`src/rtl/capture_mem_pkg.sv`:
```
// capture_mem_pkg: shared types and constants for the capture memory arbiter.
//   Holds the arbiter FSM state enum, the packets-per-word constants and the
//   word-FIFO entry struct. The widths here set the layout of FIFO entries and
//   must match the parameters the top is built with.
package capture_mem_pkg;
    localparam int DEF_SAMPLE_PACKET_WIDTH = 32;
    localparam int DEF_MEM_DATA_WIDTH      = 128;
    localparam int DEF_MEM_ADDR_WIDTH      = 28;
    localparam int PPW                     = DEF_MEM_DATA_WIDTH / DEF_SAMPLE_PACKET_WIDTH;
    localparam int LOG2_PPW                = $clog2(PPW);

    typedef enum logic [1:0] {IDLE, WR_CMD, RD_CMD, RD_WAIT} arb_state_e;

    typedef struct packed {
        logic [DEF_MEM_ADDR_WIDTH-1:0] addr;
        logic [DEF_MEM_DATA_WIDTH-1:0] data;
    } word_entry_t;
endpackage

```
`src/rtl/capture_word_fifo.sv`:
```
// capture_word_fifo: 2-entry synchronous FIFO of packed memory words.
//   clk, reset   clock, synchronous active-high reset
//   push_i/din_i write an entry; accepted when not full, or when full and popping
//   pop_i/dout_o dout_o is the head entry, removed on pop_i when not empty
//   full_o, empty_o, count_o  occupancy
module capture_word_fifo
    import capture_mem_pkg::*;
(
    input  logic        clk,
    input  logic        reset,
    input  logic        push_i,
    input  word_entry_t din_i,
    input  logic        pop_i,
    output word_entry_t dout_o,
    output logic        full_o,
    output logic        empty_o,
    output logic [1:0]  count_o
);
    word_entry_t mem_q [2];
    logic        wptr_q, rptr_q;
    logic [1:0]  count_q;
    logic        do_push, do_pop;

    assign do_pop  = pop_i && count_q != 2'd0;
    assign do_push = push_i && (count_q != 2'd2 || do_pop);
    assign dout_o  = mem_q[rptr_q];
    assign full_o  = count_q == 2'd2;
    assign empty_o = count_q == 2'd0;
    assign count_o = count_q;

    always_ff @(posedge clk) begin
        if (reset) begin
            wptr_q  <= 1'b0;
            rptr_q  <= 1'b0;
            count_q <= 2'd0;
        end else begin
            if (do_push) begin
                mem_q[wptr_q] <= din_i;
                wptr_q        <= !wptr_q;
            end
            if (do_pop)
                rptr_q <= !rptr_q;
            count_q <= count_q + 2'(do_push) - 2'(do_pop);
        end
    end
endmodule

```
`src/rtl/capture_mem_arbiter.sv`:
```
// capture_mem_arbiter: packs capture packets into memory words and shares the
//   memory command port between capture writes and readback reads.
//   clk, reset                  clock, synchronous active-high reset
//   wr_valid/wr_packet/wr_sample_number  capture packet stream
//   wr_page_full                word FIFO full (registered), capture must stall
//   flush/flush_done            commit partial word / all capture data written
//   rd_req/rd_addr/rd_grant     readback word request and acceptance
//   rd_data_valid/rd_data       returned readback word (registered)
//   mem_cmd_*                   valid/ready command channel to memory
//   mem_rd_valid/mem_rd_data    read data from memory
//   ovf_count                   dropped-packet count, only with ARB_OVERFLOW_CNT_EN
module capture_mem_arbiter
    import capture_mem_pkg::*;
#(
    parameter int SAMPLE_PACKET_WIDTH = DEF_SAMPLE_PACKET_WIDTH,
    parameter int MEM_DATA_WIDTH      = DEF_MEM_DATA_WIDTH,
    parameter int MEM_ADDR_WIDTH      = DEF_MEM_ADDR_WIDTH
) (
    input  logic                           clk,
    input  logic                           reset,
    input  logic                           wr_valid,
    input  logic [SAMPLE_PACKET_WIDTH-1:0] wr_packet,
    input  logic [31:0]                    wr_sample_number,
    output logic                           wr_page_full,
    input  logic                           flush,
    output logic                           flush_done,
    input  logic                           rd_req,
    input  logic [MEM_ADDR_WIDTH-1:0]      rd_addr,
    output logic                           rd_grant,
    output logic                           rd_data_valid,
    output logic [MEM_DATA_WIDTH-1:0]      rd_data,
    output logic                           mem_cmd_valid,
    input  logic                           mem_cmd_ready,
    output logic                           mem_cmd_write,
    output logic [MEM_ADDR_WIDTH-1:0]      mem_cmd_addr,
    output logic [MEM_DATA_WIDTH-1:0]      mem_wr_data,
    input  logic                           mem_rd_valid,
    input  logic [MEM_DATA_WIDTH-1:0]      mem_rd_data
`ifdef ARB_OVERFLOW_CNT_EN
    , output logic [15:0]                  ovf_count
`endif
);
    arb_state_e                  state_q, state_d;
    logic                        rd_prio_q, rd_prio_d;
    logic [LOG2_PPW:0]           cnt_q, cnt_d;
    logic [MEM_DATA_WIDTH-1:0]   data_q, data_d, pdata, rd_data_q;
    logic [MEM_ADDR_WIDTH-1:0]   addr_q, addr_d, paddr;
    logic                        flush_pend_q, flush_pend_d, done_wait_q, done_wait_d;
    logic                        flush_done_q, page_full_q, rd_valid_q;
    logic                        full_word, can_push, flush_req, held, done_cond;
    logic                        fifo_push, fifo_pop, fifo_full, fifo_empty;
    logic [1:0]                  fifo_count;
    word_entry_t                 head;

    capture_word_fifo u_fifo (
        .clk     (clk),
        .reset   (reset),
        .push_i  (fifo_push),
        .din_i   ('{addr: paddr, data: pdata}),
        .pop_i   (fifo_pop),
        .dout_o  (head),
        .full_o  (fifo_full),
        .empty_o (fifo_empty),
        .count_o (fifo_count)
    );

    // The incoming packet is merged before deciding, so a flush in the same
    // cycle includes it and a completing packet carries the held lanes.
    always_comb begin
        pdata = data_q;
        if (wr_valid)
            pdata[cnt_q*SAMPLE_PACKET_WIDTH +: SAMPLE_PACKET_WIDTH] = wr_packet;
        paddr     = cnt_q == '0 ? MEM_ADDR_WIDTH'(wr_sample_number >> LOG2_PPW) : addr_q;
        full_word = wr_valid && cnt_q == (LOG2_PPW+1)'(PPW-1);
        can_push  = !fifo_full || fifo_pop;
        flush_req = flush || flush_pend_q;
        held      = cnt_q != '0 || wr_valid;
        fifo_push = can_push && (full_word || (flush_req && held));
        cnt_d     = cnt_q;
        data_d    = data_q;
        addr_d    = addr_q;
        if (fifo_push) begin
            cnt_d  = '0;
            data_d = '0;
        end else if (wr_valid && !full_word) begin
            cnt_d  = cnt_q + 1'b1;
            data_d = pdata;
            addr_d = paddr;
        end
        // A flush that cannot push yet (FIFO full) stays pending until it can.
        flush_pend_d = flush_req && held && !fifo_push;
        // A non-empty FIFO covers any write sitting in WR_CMD.
        done_cond    = done_wait_q && fifo_empty && cnt_q == '0 && !flush_pend_q;
        done_wait_d  = (done_wait_q && !done_cond) || flush;
    end

    always_comb begin
        state_d       = state_q;
        rd_prio_d     = rd_prio_q;
        mem_cmd_valid = 1'b0;
        mem_cmd_write = 1'b0;
        mem_cmd_addr  = '0;
        mem_wr_data   = '0;
        rd_grant      = 1'b0;
        fifo_pop      = 1'b0;
        case (state_q)
            IDLE: begin
                if (fifo_count == 2'd2 || (!fifo_empty && !(rd_req && rd_prio_q))) begin
                    state_d   = WR_CMD;
                    rd_prio_d = 1'b1;
                end else if (rd_req) begin
                    state_d   = RD_CMD;
                    rd_prio_d = 1'b0;
                end
            end
            WR_CMD: begin
                mem_cmd_valid = 1'b1;
                mem_cmd_write = 1'b1;
                mem_cmd_addr  = head.addr;
                mem_wr_data   = head.data;
                fifo_pop      = mem_cmd_ready;
                state_d       = mem_cmd_ready ? IDLE : WR_CMD;
            end
            RD_CMD: begin
                mem_cmd_valid = 1'b1;
                mem_cmd_addr  = rd_addr;
                rd_grant      = mem_cmd_ready;
                state_d       = mem_cmd_ready ? RD_WAIT : RD_CMD;
            end
            default: state_d = mem_rd_valid ? IDLE : RD_WAIT;
        endcase
    end

    always_ff @(posedge clk) begin
        if (reset) begin
            state_q      <= IDLE;
            rd_prio_q    <= 1'b0;
            cnt_q        <= '0;
            data_q       <= '0;
            addr_q       <= '0;
            flush_pend_q <= 1'b0;
            done_wait_q  <= 1'b0;
            flush_done_q <= 1'b0;
            page_full_q  <= 1'b0;
            rd_valid_q   <= 1'b0;
            rd_data_q    <= '0;
        end else begin
            state_q      <= state_d;
            rd_prio_q    <= rd_prio_d;
            cnt_q        <= cnt_d;
            data_q       <= data_d;
            addr_q       <= addr_d;
            flush_pend_q <= flush_pend_d;
            done_wait_q  <= done_wait_d;
            flush_done_q <= done_cond;
            page_full_q  <= fifo_full;
            rd_valid_q   <= state_q == RD_WAIT && mem_rd_valid;
            if (state_q == RD_WAIT && mem_rd_valid)
                rd_data_q <= mem_rd_data;
        end
    end

    assign wr_page_full  = page_full_q;
    assign flush_done    = flush_done_q;
    assign rd_data_valid = rd_valid_q;
    assign rd_data       = rd_data_q;

`ifdef ARB_OVERFLOW_CNT_EN
    logic [15:0] ovf_q;

    always_ff @(posedge clk) begin
        if (reset)
            ovf_q <= '0;
        else if (full_word && !can_push && ovf_q != 16'hFFFF)
            ovf_q <= ovf_q + 16'd1;
    end

    assign ovf_count = ovf_q;
`endif
endmodule
```
`config.mk`:
```
export PLATFORM = sky130hd
export DESIGN_NAME = capture_mem_arbiter
export DESIGN_NICKNAME = d
export VERILOG_FILES = /design/src/rtl/capture_mem_pkg.sv /design/src/rtl/capture_word_fifo.sv /design/src/rtl/capture_mem_arbiter.sv
export SDC_FILE = /design/constraint.sdc
export NUM_CORES = 1
export LEC_CHECK = 0
export BUFFER_PORTS_ARGS = -buffer_cell sky130_fd_sc_hd__buf_2
export CORE_ASPECT_RATIO = 1.1
export CORE_MARGIN = 3
export CORE_UTILIZATION = 49
export CTS_BUF_LIST = sky130_fd_sc_hd__clkbuf_4
export DETAILED_ROUTE_END_ITERATION = 10
export MAX_ROUTING_LAYER = met4
export PLACE_DENSITY = 0.79
export SYNTH_ARGS = -nofsm -noshare
export SYNTH_HDL_FRONTEND = slang
export SYNTH_SLANG_ARGS = --single-unit
```
`constraint.sdc`:
```
create_clock -name clk -period 17.5 [get_ports clk]
set_input_delay 1.75 -clock clk [delete_from_list [all_inputs] [get_ports clk]]
set_output_delay 1.75 -clock clk [all_outputs]
set_load 0.01 [all_outputs]
```
==> results.txt <==
status: finished, final reports clean
Post-Route WL: 67,900 um
syn_nets: 2,410
setup_tns: 0 ps
first-pass GRT wire length: 103,000 um
die area: 54,000 um^2
residual DRC count: 0
Setup Buffers After CTS: 0
First-pass DRT Iterations: 6
setup violators final: 0
area delta synth->final: 19.8%
Final Util: 59.8%
f_max: 0.191 GHz
clock latency on the worst-skew pair: 960 ps
Antenna Violating Nets Remaining: 0
CTS buffer count: 153
Post-CTS Resized: 0
crit path buf inv count: 2
initial antenna violation count: 15
vias post-DR: 18,608
unrepaired setup endpoints after global routing: false
vias per inst: 5.31
Critical Path AT: 3470 ps
Initial Util: 49.9%
fin crit share: 29.9%
placed cell count: 3,214
Final WS setup: 12,280 ps
Syn Area/Cell: 11.6 um^2
slowest CP cell: buf_4
Total GRT Usage: 25.3%
layout cell share with drive strength beyond 1: 36.0%
Slew Limit Fails: 0
die height: 244 um
Yosys cell types: 47
# H-tree levels: 4
Gate Count Post-Synth: 2,173
vias in the first global route: 18,846
Lkg Pwr: 0.0119 uW
Critical Path Sink Type: output port
count of input and output buffers: 512
RePlAce Congestion: 0.921
worst-path cell chain: buf_4 -> mux2_2 -> a22oi_1 -> nor2b_1 -> buf_2
dominant cells by area after synthesis: edfxtp_1 (37%), dfxtp_1 (24%), mux2_2 (7.1%)
detailed router's first-iteration violation count: 1,169
cell taking the most area after synthesis: edfxtp_1
CP Class: reg -> out
commonest non-fill, non-tap cell in the layout: buf_2
Slew HR: 21.8%
clock network fraction of total power: 35.4%
Final Hold Vio Count: 0
Ys Warns: 0
Routed WL per cell: 19.4 um
CTS Buffer Depth: 3
CTS tree: built
peak supply drop: 0.0588 mV
FFs w/ async S/R, synth: 0%
combinational fraction of design power: 17.9%
Slew @ Worst Pin: 1170 ps
register area share after synthesis: 61.2%
Reg-to-Reg Start: state_q[1]
PD cells: 115 nW/um^2
crit path time final: 5220 ps
Tightest Hold Check Type: reg -> reg
I/O pin total: 517
internal power: 2490 uW
sw frac: 28.2%
Final nets: 2,946
max incr delay on CP: 970 ps
Clock Sinks: 612
clk_skew: 51.5 ps
top cell type's share of synthesized area: 37.3%
CP top delay family: buffers and inverters
CTS Hold Bufs: 0
Sw Pwr: 974 uW
Die X-Extent: 222 um
Min-Delay Startpoint: rd_data[82]
remaining global-route overflow: 0
Top FF cell, synth: edfxtp_1
flops & latches, synth: 612
Worst EP required: 15,750 ps
Core Area: 50,400 um^2
pre-CTS setup slack: 11,690 ps
EDFF count, synth: 312
sequential power share: 46.7%
root buf cell: clkbuf_4
FP Rows: 86
most frequent cells in the layout: buf_2 (511), nand2_1 (454), edfxtp_1 (312)
Max Cap Viol: 0
largest net degree at the start of global routing: 101
half-perimeter wire length after placement: 43,800 um
Crit Path Max Fanout: 61
crit path launch type: flip-flop
Mapped Area: 25,100 um^2
Non-Filler Instances: 3,507
Clock transition at path regs: 60 ps
-- kinds of logic (layout without fill, tap and decap cells) --
group                    count (synthesis)  count (layout)  share of synthesized area, %
adder cells (fa/ha/maj)                 10              10                         0.498
AO/OA/AOI/OAI                          297             297                          7.13
flip-flops                             612             612                          61.2
other                                    0              16                             0
XOR/XNOR                                 4               4                         0.139
buffers and inverters                  158             816                          2.91
AND/OR/NAND/NOR                        747             747                          13.5
multiplexers                           345             345                          14.7
-- through the flow --
stage	hold WS (ps)	total power (uW)	cell area, um^2
floorplan	432	2050	25100
global placement	438	2250	28000
detailed placement	443	2270	28000
CTS	452	3490	30100
global route	472	3620	30100
finish	451	3460	30100
-- tightest hold or removal path, stage by stage (launching register included) --
cell and delay, ps:
dfxtp_1 310, nand2_1 50, a21oi_1 50
-- final cells by class --
type	instances	area (um^2)
antenna	16	40.0
clock buffer	240	1800
clock inverter	37	216
fill	4060	20300
inverter	7	26.3
multi-input combinational	1403	9100
sequential	612	15400
tap	660	826
timing repair buffer	532	2720
-- power groups by stage --
| stage | logic [uW] | registers (uW) | clock network (uW) |
|---|---|---|---|
| floorplan | 395 | 1660 | 0 |
| global placement | 604 | 1640 | 0 |
| detailed placement | 621 | 1650 | 0 |
| CTS | 623 | 1610 | 1260 |
| global route | 672 | 1620 | 1330 |
| finish | 620 | 1610 | 1230 |
-- layer usage --
| metal | vias to the layer above | wire [um] | GRT usage [%] |
|---|---|---|---|
| met5 | - | 0 | - |
| met4 | 0 | 3690 | 14.9 |
| met3 | 186 | 5210 | 7.37 |
| met2 | 779 | 34000 | 42.1 |
| met1 | 8873 | 25000 | 26.8 |
| li1 | 8770 | - | - |
-- worst paths after layout --
kind | cells past startpoint | endpoint | slack, ps
hold / removal | 2 | rd_data[82] | 450
setup / recovery | 5 | mem_cmd_addr[12] | 12280
setup reg to reg | 7 | u_fifo.mem_q[0][1] | 12380
hold reg to reg | 2 | rd_data[82] | 450
-- state kept, by name (all words and copies together), names as in the netlist, named ones only --
name            count
u_fifo.mem_q      312
wr_page_full        1
u_fifo.rptr_q       1
flush_done          1
cnt_q               3
done_wait_q         1
state_q             2
rd_prio_q           1
rd_data_valid       1
rd_data           128
u_fifo.count_o      2
data_q            128
u_fifo.wptr_q       1
flush_pend_q        1
addr_q             28
-- Yosys cell counts, types with 3 or more instances --
cell type  count
a21oi_1      208
a21oi_2       51
a22oi_1       28
and3b_1        3
buf_2         46
buf_6          8
clkbuf_1      93
dfxtp_1      300
edfxtp_1     312
ha_1          10
inv_1          7
mux2_1        27
mux2_2       158
mux2i_1      160
nand2_1      456
nand3_1        4
nor2_1        44
nor2b_1      161
nor3_1        59
nor3b_1        3
xnor2_1        3
No activity file was read; power rests on OpenSTA's default activity.
